File: src/rtl/alu_flopr_mux2_if.sv
// Bundles the ALU, register and mux data signals of alu_flopr_mux2.
// Optional alu_ovf is present only when ALU_OVERFLOW_EN is defined.
interface alu_flopr_mux2_if #(
    parameter int WIDTH = 32
);
    // No handshake: every signal is a plain level, and a consumer samples it whenever it needs it.
    logic [31:0]      alu_a;
    logic [31:0]      alu_b;
    logic [2:0]       alu_ctrl;
    logic [31:0]      alu_result;
    logic             alu_cout;
    logic             alu_zero;
`ifdef ALU_OVERFLOW_EN
    logic             alu_ovf;
`endif
    logic             reg_en;
    logic [WIDTH-1:0] reg_d;
    logic [WIDTH-1:0] reg_q;
    logic [WIDTH-1:0] mux_d0;
    logic [WIDTH-1:0] mux_d1;
    logic             mux_s;
    logic [WIDTH-1:0] mux_y;

    modport master (
        output alu_a, alu_b, alu_ctrl, reg_en, reg_d, mux_d0, mux_d1, mux_s,
        input  alu_result, alu_cout, alu_zero, reg_q, mux_y
`ifdef ALU_OVERFLOW_EN
        , alu_ovf
`endif
    );

    modport slave (
        input  alu_a, alu_b, alu_ctrl, reg_en, reg_d, mux_d0, mux_d1, mux_s,
        output alu_result, alu_cout, alu_zero, reg_q, mux_y
`ifdef ALU_OVERFLOW_EN
        , alu_ovf
`endif
    );
endinterface

File: src/rtl/alu_flopr_mux2.sv
// 32-bit ALU, enabled resettable register and 2:1 mux sharing one interface.
// Define ALU_OVERFLOW_EN to add alu_ovf and make SLT a true signed compare.
module alu_flopr_mux2 #(
    parameter int             WIDTH       = 32,
    parameter logic [WIDTH-1:0] RESET_VALUE = '0
) (
    input logic              clk,
    input logic              reset,
    alu_flopr_mux2_if.slave  bus
);
    logic [31:0] w_bb;
    logic [32:0] w_sum33;
    logic [31:0] w_sum;
    logic        w_slt;
    logic [31:0] w_result;
    logic [WIDTH-1:0] r_q;

    // ctrl[2] turns the adder into a subtractor via ~b plus carry-in.
    assign w_bb    = bus.alu_ctrl[2] ? ~bus.alu_b : bus.alu_b;
    assign w_sum33 = {1'b0, bus.alu_a} + {1'b0, w_bb} + {32'b0, bus.alu_ctrl[2]};
    assign w_sum   = w_sum33[31:0];

`ifdef ALU_OVERFLOW_EN
    logic w_ovf;
    assign w_ovf       = (bus.alu_a[31] == w_bb[31]) & (w_sum[31] != bus.alu_a[31]);
    assign bus.alu_ovf = w_ovf;
    // Only the SLT code gets the overflow fix; code 011 stays the raw sign of A+B.
    assign w_slt       = bus.alu_ctrl[2] ? (w_sum[31] ^ w_ovf) : w_sum[31];
`else
    assign w_slt       = w_sum[31];
`endif

    always_comb begin
        w_result = '0;
        case (bus.alu_ctrl[1:0])
            2'b00:   w_result = bus.alu_a & w_bb;
            2'b01:   w_result = bus.alu_a | w_bb;
            2'b10:   w_result = w_sum;
            default: w_result = {31'b0, w_slt};
        endcase
    end

    assign bus.alu_result = w_result;
    assign bus.alu_cout   = w_sum33[32];
    assign bus.alu_zero   = (w_result == 32'd0);

    always_ff @(posedge clk) begin
        if (reset)
            r_q <= RESET_VALUE;
        else if (bus.reg_en)
            r_q <= bus.reg_d;
    end

    assign bus.reg_q = r_q;
    assign bus.mux_y = bus.mux_s ? bus.mux_d1 : bus.mux_d0;
endmodule

File: src/flat_wrapper.sv
// flat-port wrapper written by rule: the top's interface ports become plain ports
module alu_flopr_mux2_flat 
#(
    parameter int             WIDTH       = 32,
    parameter logic [WIDTH-1:0] RESET_VALUE = '0
)
  (clk, reset, bus_alu_a, bus_alu_b, bus_alu_ctrl, bus_reg_en, bus_reg_d, bus_mux_d0, bus_mux_d1, bus_mux_s, bus_alu_result, bus_alu_cout, bus_alu_zero, bus_reg_q, bus_mux_y);
  alu_flopr_mux2_if #(.WIDTH(WIDTH)) bus_i ();
  input logic clk;
  input logic reset;
  input wire logic [$bits(bus_i.alu_a)-1:0] bus_alu_a;
  input wire logic [$bits(bus_i.alu_b)-1:0] bus_alu_b;
  input wire logic [$bits(bus_i.alu_ctrl)-1:0] bus_alu_ctrl;
  input wire logic [$bits(bus_i.reg_en)-1:0] bus_reg_en;
  input wire logic [$bits(bus_i.reg_d)-1:0] bus_reg_d;
  input wire logic [$bits(bus_i.mux_d0)-1:0] bus_mux_d0;
  input wire logic [$bits(bus_i.mux_d1)-1:0] bus_mux_d1;
  input wire logic [$bits(bus_i.mux_s)-1:0] bus_mux_s;
  output wire logic [$bits(bus_i.alu_result)-1:0] bus_alu_result;
  output wire logic [$bits(bus_i.alu_cout)-1:0] bus_alu_cout;
  output wire logic [$bits(bus_i.alu_zero)-1:0] bus_alu_zero;
  output wire logic [$bits(bus_i.reg_q)-1:0] bus_reg_q;
  output wire logic [$bits(bus_i.mux_y)-1:0] bus_mux_y;
  assign bus_i.alu_a = bus_alu_a;
  assign bus_i.alu_b = bus_alu_b;
  assign bus_i.alu_ctrl = bus_alu_ctrl;
  assign bus_i.reg_en = bus_reg_en;
  assign bus_i.reg_d = bus_reg_d;
  assign bus_i.mux_d0 = bus_mux_d0;
  assign bus_i.mux_d1 = bus_mux_d1;
  assign bus_i.mux_s = bus_mux_s;
  assign bus_alu_result = bus_i.alu_result;
  assign bus_alu_cout = bus_i.alu_cout;
  assign bus_alu_zero = bus_i.alu_zero;
  assign bus_reg_q = bus_i.reg_q;
  assign bus_mux_y = bus_i.mux_y;
  alu_flopr_mux2 #(.WIDTH(WIDTH), .RESET_VALUE(RESET_VALUE)) u_core (.clk(clk), .reset(reset), .bus(bus_i));
endmodule
File: config.mk
export PLATFORM = sky130hd
export DESIGN_NAME = alu_flopr_mux2_flat
export DESIGN_NICKNAME = d
export VERILOG_FILES = /design/src/rtl/alu_flopr_mux2_if.sv /design/src/rtl/alu_flopr_mux2.sv /design/src/flat_wrapper.sv
export SDC_FILE = /design/constraint.sdc
export NUM_CORES = 1
export LEC_CHECK = 0
export ABC_AREA = 1
export CAP_MARGIN = 20
export CORE_UTILIZATION = 44
export DETAILED_ROUTE_END_ITERATION = 10
export PLACE_DENSITY = 0.91
export SLEW_MARGIN = 20
export SYNTH_ARGS = -nofsm -noshare
export SYNTH_HDL_FRONTEND = slang
export SYNTH_SLANG_ARGS = --single-unit
File: constraint.sdc
create_clock -name clk -period 3 [get_ports clk]
set_input_delay 0.3 -clock clk [delete_from_list [all_inputs] [get_ports clk]]
set_output_delay 0.3 -clock clk [all_outputs]
set_load 0.005 [all_outputs]
==> metrics.md, run 1 <==
| Metric | Value |
|---|---|
| Clock Tree Root | `clkbuf_16` |
| Overflow after GRT | `1` |
| Hold buffer count at cts | `0` |
| Post-DP Area | `9670 um^2` |
| Status | `did not finish` |
| Ys Warns | `0` |
| Worst-path end type | `top-level output` |
| Cell with the most instances after synthesis | `nand2_1` |
| Commonest cells in the synthesized netlist | `nand2_1 (299), inv_1 (200), ha_1 (64)` |
| Fraction of synthesized cell area taken by the top area cell type | `19.2%` |
| Async set or reset register ratio after synthesis | `0%` |
| Cells after Synth | `1001` |
| Starting density of the core | `45.7%` |
| Synthesized area per cell | `5.83 um^2` |
| Distinct cells, synth | `36` |
| Post-synth EDFFs | `0` |
| Stage reached | `5_1_grt` |
| Tool error | `[ERROR GRT-0232] Routing congestion too high. Check the congestion heatmap in the GUI.` |
| CTS H-tree depth | `2` |
| Synth Cell Area | `5830 um^2` |
| Clock buffer count from CTS | `5` |
| RD Place Congestion | `0.976` |
| Clock Sinks | `32` |
| Top post-synthesis cells by area | `nand2_1 (19%), ha_1 (14%), inv_1 (13%)` |
| Largest area contributor in the synthesized netlist | `nand2_1` |
| Synth Flop Type | `dfxtp_1` |
| Worst setup endpoint GRT | `bus_alu_result[0]` |
| Seq/Total Area, Yosys | `11.0%` |
| Syn_nets | `1233` |
| Port bufs | `between 200 and 300` |
| Largest net degree at the start of global routing | `33` |
| Die span in y | `117 um` |
| Die X | `117 um` |
| Site row count | `slightly above 40` |
| DP HPWL | `approximately 18 mm` |
| DP Cell Count | `1555` |
| Flops & latches, synth | `32` |
| # IOs | `about 270` |
| Worst-case clock buffer depth | `2` |
| GRT Total Usage | `53.3%` |
[layer usage]
layer,overflow,GRT usage [%]
met3,0,34.6
met1,0,50.7
met4,1,51.7
met2,0,77.2
met5,0,0.741
[cells by family after synthesis]
logic type / after synthesis / share of synthesized area (%)
xor gates and xnor gates: 31 / 4.65
adders and majority gates: 65 / 14.1
muxes: 32 / 6.18
buffers and inverters: 244 / 16.1
and+or+nand+nor: 501 / 38.6
DFF: 32 / 11.0
AOI/OAI and AO/OA: 96 / 9.46
[metrics by stage]
step	util (%)	setup WS (ns)	hold slack, ns
4_1_cts	84.6	-0.167	0.461
3_3_place_gp	75.7	-0.631	0.446
3_5_place_dp	75.7	-0.629	0.451
2_1_floorplan	-	0.322	0.369
[timing repair]
item | CTS
endpoints found under the setup margin | 25
setup buffers | 25
gates resized for setup | 205
cloned | 1
pin swaps | 84
==> inputs of run 2 (changes only) <==
--- a/config.mk
+++ b/config.mk
@@ -7,9 +7,9 @@
 export LEC_CHECK = 0
 export ABC_AREA = 1
 export CAP_MARGIN = 20
-export CORE_UTILIZATION = 44
+export CORE_UTILIZATION = 40
 export DETAILED_ROUTE_END_ITERATION = 10
-export PLACE_DENSITY = 0.91
+export PLACE_DENSITY_LB_ADDON = 0.15
 export SLEW_MARGIN = 20
 export SYNTH_ARGS = -nofsm -noshare
 export SYNTH_HDL_FRONTEND = slang
==> run 2 against run 1 <==
  * The flow now finishes, with violations (negative setup slack)
  * Area after synthesis did not move
  * Synthesized cell count did not move
==> metrics.md, run 2 <==
| Metric | Value |
|---|---|
| Switching fraction of total power | `40.1%` |
| CP endpoint kind | `output pin` |
| Synth Cell Area | `5830 um^2 (unchanged)` |
| CTS clk-pin slew, worst paths | `roughly 0.05 ns` |
| Worst slew pin tran | `0.939 ns` |
| CTS H-tree depth | `2 (unchanged)` |
| Die X | `123 um (+4.8%)` |
| Max-Cap Viols | `0` |
| Async set or reset register ratio after synthesis | `0% (unchanged)` |
| Status | `finished, violations left` |
| Synth Flop Type | `dfxtp_1` |
| Buf+Inv Stages, Crit Path | `8` |
| First-pass GRT wire length | `36.0 mm` |
| Setup ws final | `-0.191 ns` |
| Fin Setup TNS | `-0.254 ns` |
| Tmin final | `3.19 ns` |
| N_diodes | `0` |
| Total wire length | `25.3 mm` |
| Initial antenna violation count | `0` |
| Most common cell on crit path | `nand2_1` |
| Core box area | `14000 um^2` |
| CTS tree | `yes` |
| Antenna Nets Post-Route | `0` |
| Worst-skew pair later-pin latency | `0.27 ns` |
| Clock Sinks | `32 (unchanged)` |
| Met2 routed wirelength | `12.5 mm` |
| Initial DRC Count | `between 500 and 600` |
| # DRC | `0` |
| Largest net degree at the start of global routing | `33` |
| Worst path required time | `2.70 ns` |
| Cell with the most instances after synthesis | `nand2_1` |
| Flops & latches, synth | `32 (unchanged)` |
| Logic pwr share | `about 71%` |
| Post-synth EDFFs | `0 (unchanged)` |
| Syn_nets | `1233 (unchanged)` |
| Wire per inst | `15.7 um` |
| Overflow after GRT | `0` |
| Internal cell power | `0.00209 W` |
| Finished Core Util | `81.6%` |
| CP Max Fanout | `7` |
| Wire length on met1 | `9.62 mm` |
| GRT Total Usage | `around 30%` |
| Routed met3 length | `2.07 mm` |
| RSZ-0062 raised after global routing | `true` |
| Worst-case clock buffer depth | `2 (unchanged)` |
| DP HPWL | `18.0 mm (-2.3%)` |
| Vias in the first global route | `7592` |
| Clock buffer count from CTS | `5 (unchanged)` |
| Max_slew headroom | `37.3%` |
| Vias/cell | `between 5 and 6` |
| Cells after Synth | `1001 (unchanged)` |
| Peak per-stage delay on the critical path | `0.30 ns` |
| Fraction of layout cells with a size suffix above 1 | `35.8%` |
| Post-route cell area | `11500 um^2` |
| Most common cell after layout, fill and taps aside | `nand2_1` |
| Max reg flops | `32` |
| Clock Tree Root | `clkbuf_16` |
| Highest routed layer | `met4` |
| PwrDens | `between 300 and 400 nW/um^2` |
| Seq/Total Area, Yosys | `11.0% (unchanged)` |
| Port bufs | `264 (unchanged)` |
| Vias | `8084` |
| Site row count | `43 (+4.9%)` |
| Final clock skew | `0 ns` |
| Largest area contributor in the synthesized netlist | `nand2_1` |
| Starting density of the core | `41.5% (-4.1 points)` |
| Post-DP Area | `9710 um^2 (+0.36%)` |
| Die span in y | `123 um (+4.8%)` |
| Sw Pwr | `0.00140 W` |
| Layout area overhead | `96.4%` |
| # setup viols final | `4` |
| Fin. Hold Viols | `0` |
| Fraction of synthesized cell area taken by the top area cell type | `19.2% (unchanged)` |
| Worst Hold Class | `reg -> reg` |
| VDD IR max | `~0.33 mV` |
| Critical Path AT | `2.89 ns` |
| Number of nets in the final layout | `1666` |
| F_max | `313 MHz` |
| Failing checks | `negative setup slack` |
| Crit path max-delay family | `simple AND/OR/NAND/NOR gates` |
| Period utilization | `106%` |
| Total iterations of the first detailed-routing run | `6` |
| Crit-path slowest cell | `ha_4` |
| Synthesized area per cell | `5.83 um^2 (unchanged)` |
| RD Place Congestion | `0.949 (-2.8%)` |
| Die area | `15100 um^2` |
| Pre-CTS WS | `-0.680 ns (-0.0514 ns)` |
| Leak pwr | `5.74 nW` |
| Fin. max-slew vios | `0` |
| Startpoint class of the critical path | `input port` |
| Clock network power share | `16.3%` |
| Commonest cells in the synthesized netlist | `nand2_1 (299), inv_1 (200), ha_1 (64)` |
| Leading cell types in the layout, fill and taps excluded | `nand2_1 (238), clkdlybuf4s50_1 (212), inv_1 (189), buf_4 (175), nand2_2 (74)` |
| Crit path kind | `in -> out` |
| Sequential share of power | `13.2%` |
| Ys Warns | `0 (unchanged)` |
| CP cell instances | `buf_8 > buf_12 > buf_16 > xnor2_4 > inv_1 > ha_4 > nand2_1 > inv_2 > nand2_2 > buf_4 > nor2_2 > nand2_1 > nand3_2 > nand2_1 > nand3_1 > nand2_1 > inv_1 > nand3_1 > nor2_2 > nand3_2 > nor2_2 > buf_2` |
| # IOs | `265 (unchanged)` |
| Distinct cells, synth | `36 (unchanged)` |
| Top post-synthesis cells by area | `nand2_1 (19%), ha_1 (14%), inv_1 (13%)` |
## run 2: cell counts after synthesis
No cell type changed its count.
## run 2: repair_timing
action,in CTS,in global routing
hold buffers,0,0
resized for setup,206,136
setup endpoints to repair,25,24
pin swaps,107,81
setup buffers,39,8
## run 2: kinds of logic after synthesis
logic type	share of synthesized area (%)
buffers and inverters	16.1
xor gates and xnor gates	4.65
AOI/OAI and AO/OA	9.46
adders and majority gates	14.1
DFF	11.0
and+or+nand+nor	38.6
muxes	6.18
## run 2: final timing paths
check / from / to / slack (ns) / cells after the start
setup / recovery: bus_alu_ctrl[2] / bus_alu_zero / -0.19 / 22
hold / removal: u_core.bus.reg_q[1] / u_core.bus.reg_q[1] / 0.46 / 2
setup reg to reg: u_core.bus.reg_q[12] / u_core.bus.reg_q[12] / 2.35 / 2
hold reg to reg: u_core.bus.reg_q[1] / u_core.bus.reg_q[1] / 0.46 / 2
## run 2: metrics by stage
| step | hold WS, ns | total power (W) | cells |
|---|---|---|---|
| after floorplan | 0.369 | 0.00140 | 1001 |
| after global placement | 0.447 | 0.00237 | 1563 |
| after detailed placement | 0.452 | 0.00239 | 1563 |
| after CTS | 0.460 | 0.00324 | 1610 |
| after global routing | 0.480 | 0.00372 | 1615 |
| final | 0.458 | 0.00350 | 1615 |
## run 2: power groups by stage
stage	logic (W)	clock network (W)	registers (W)
final	0.00247	0.000569	0.000461
after global placement	0.00190	0	0.000468
after floorplan	0.000934	0	0.000471
after global routing	0.00265	0.000607	0.000463
after detailed placement	0.00192	0	0.000469
after CTS	0.00220	0.000577	0.000461
## run 2: metal layers
metal  vias to the layer above  GRT usage (%)
met1                      3652           36.2
met2                       397           54.2
met4                         0           11.7
met5                         -              0
li1                       3950              -
met3                        85           4.69
## run 2: final cells by class
cell class	count	area (um^2)
repair buffers	452	4120
well taps	180	225
fillers	956	2590
multi-input cells	725	5480
clock buffers	5	125
flip-flops and latches	32	641
inverters	218	823
clock inverters	3	42.5
## run 2: tightest hold or removal path, cell delays in order, from the launching register on
cell and delay, ns:
dfxtp_1 0.30, nand2_1 0.06, a21oi_1 0.05
Power figures use the tool's default switching activity.
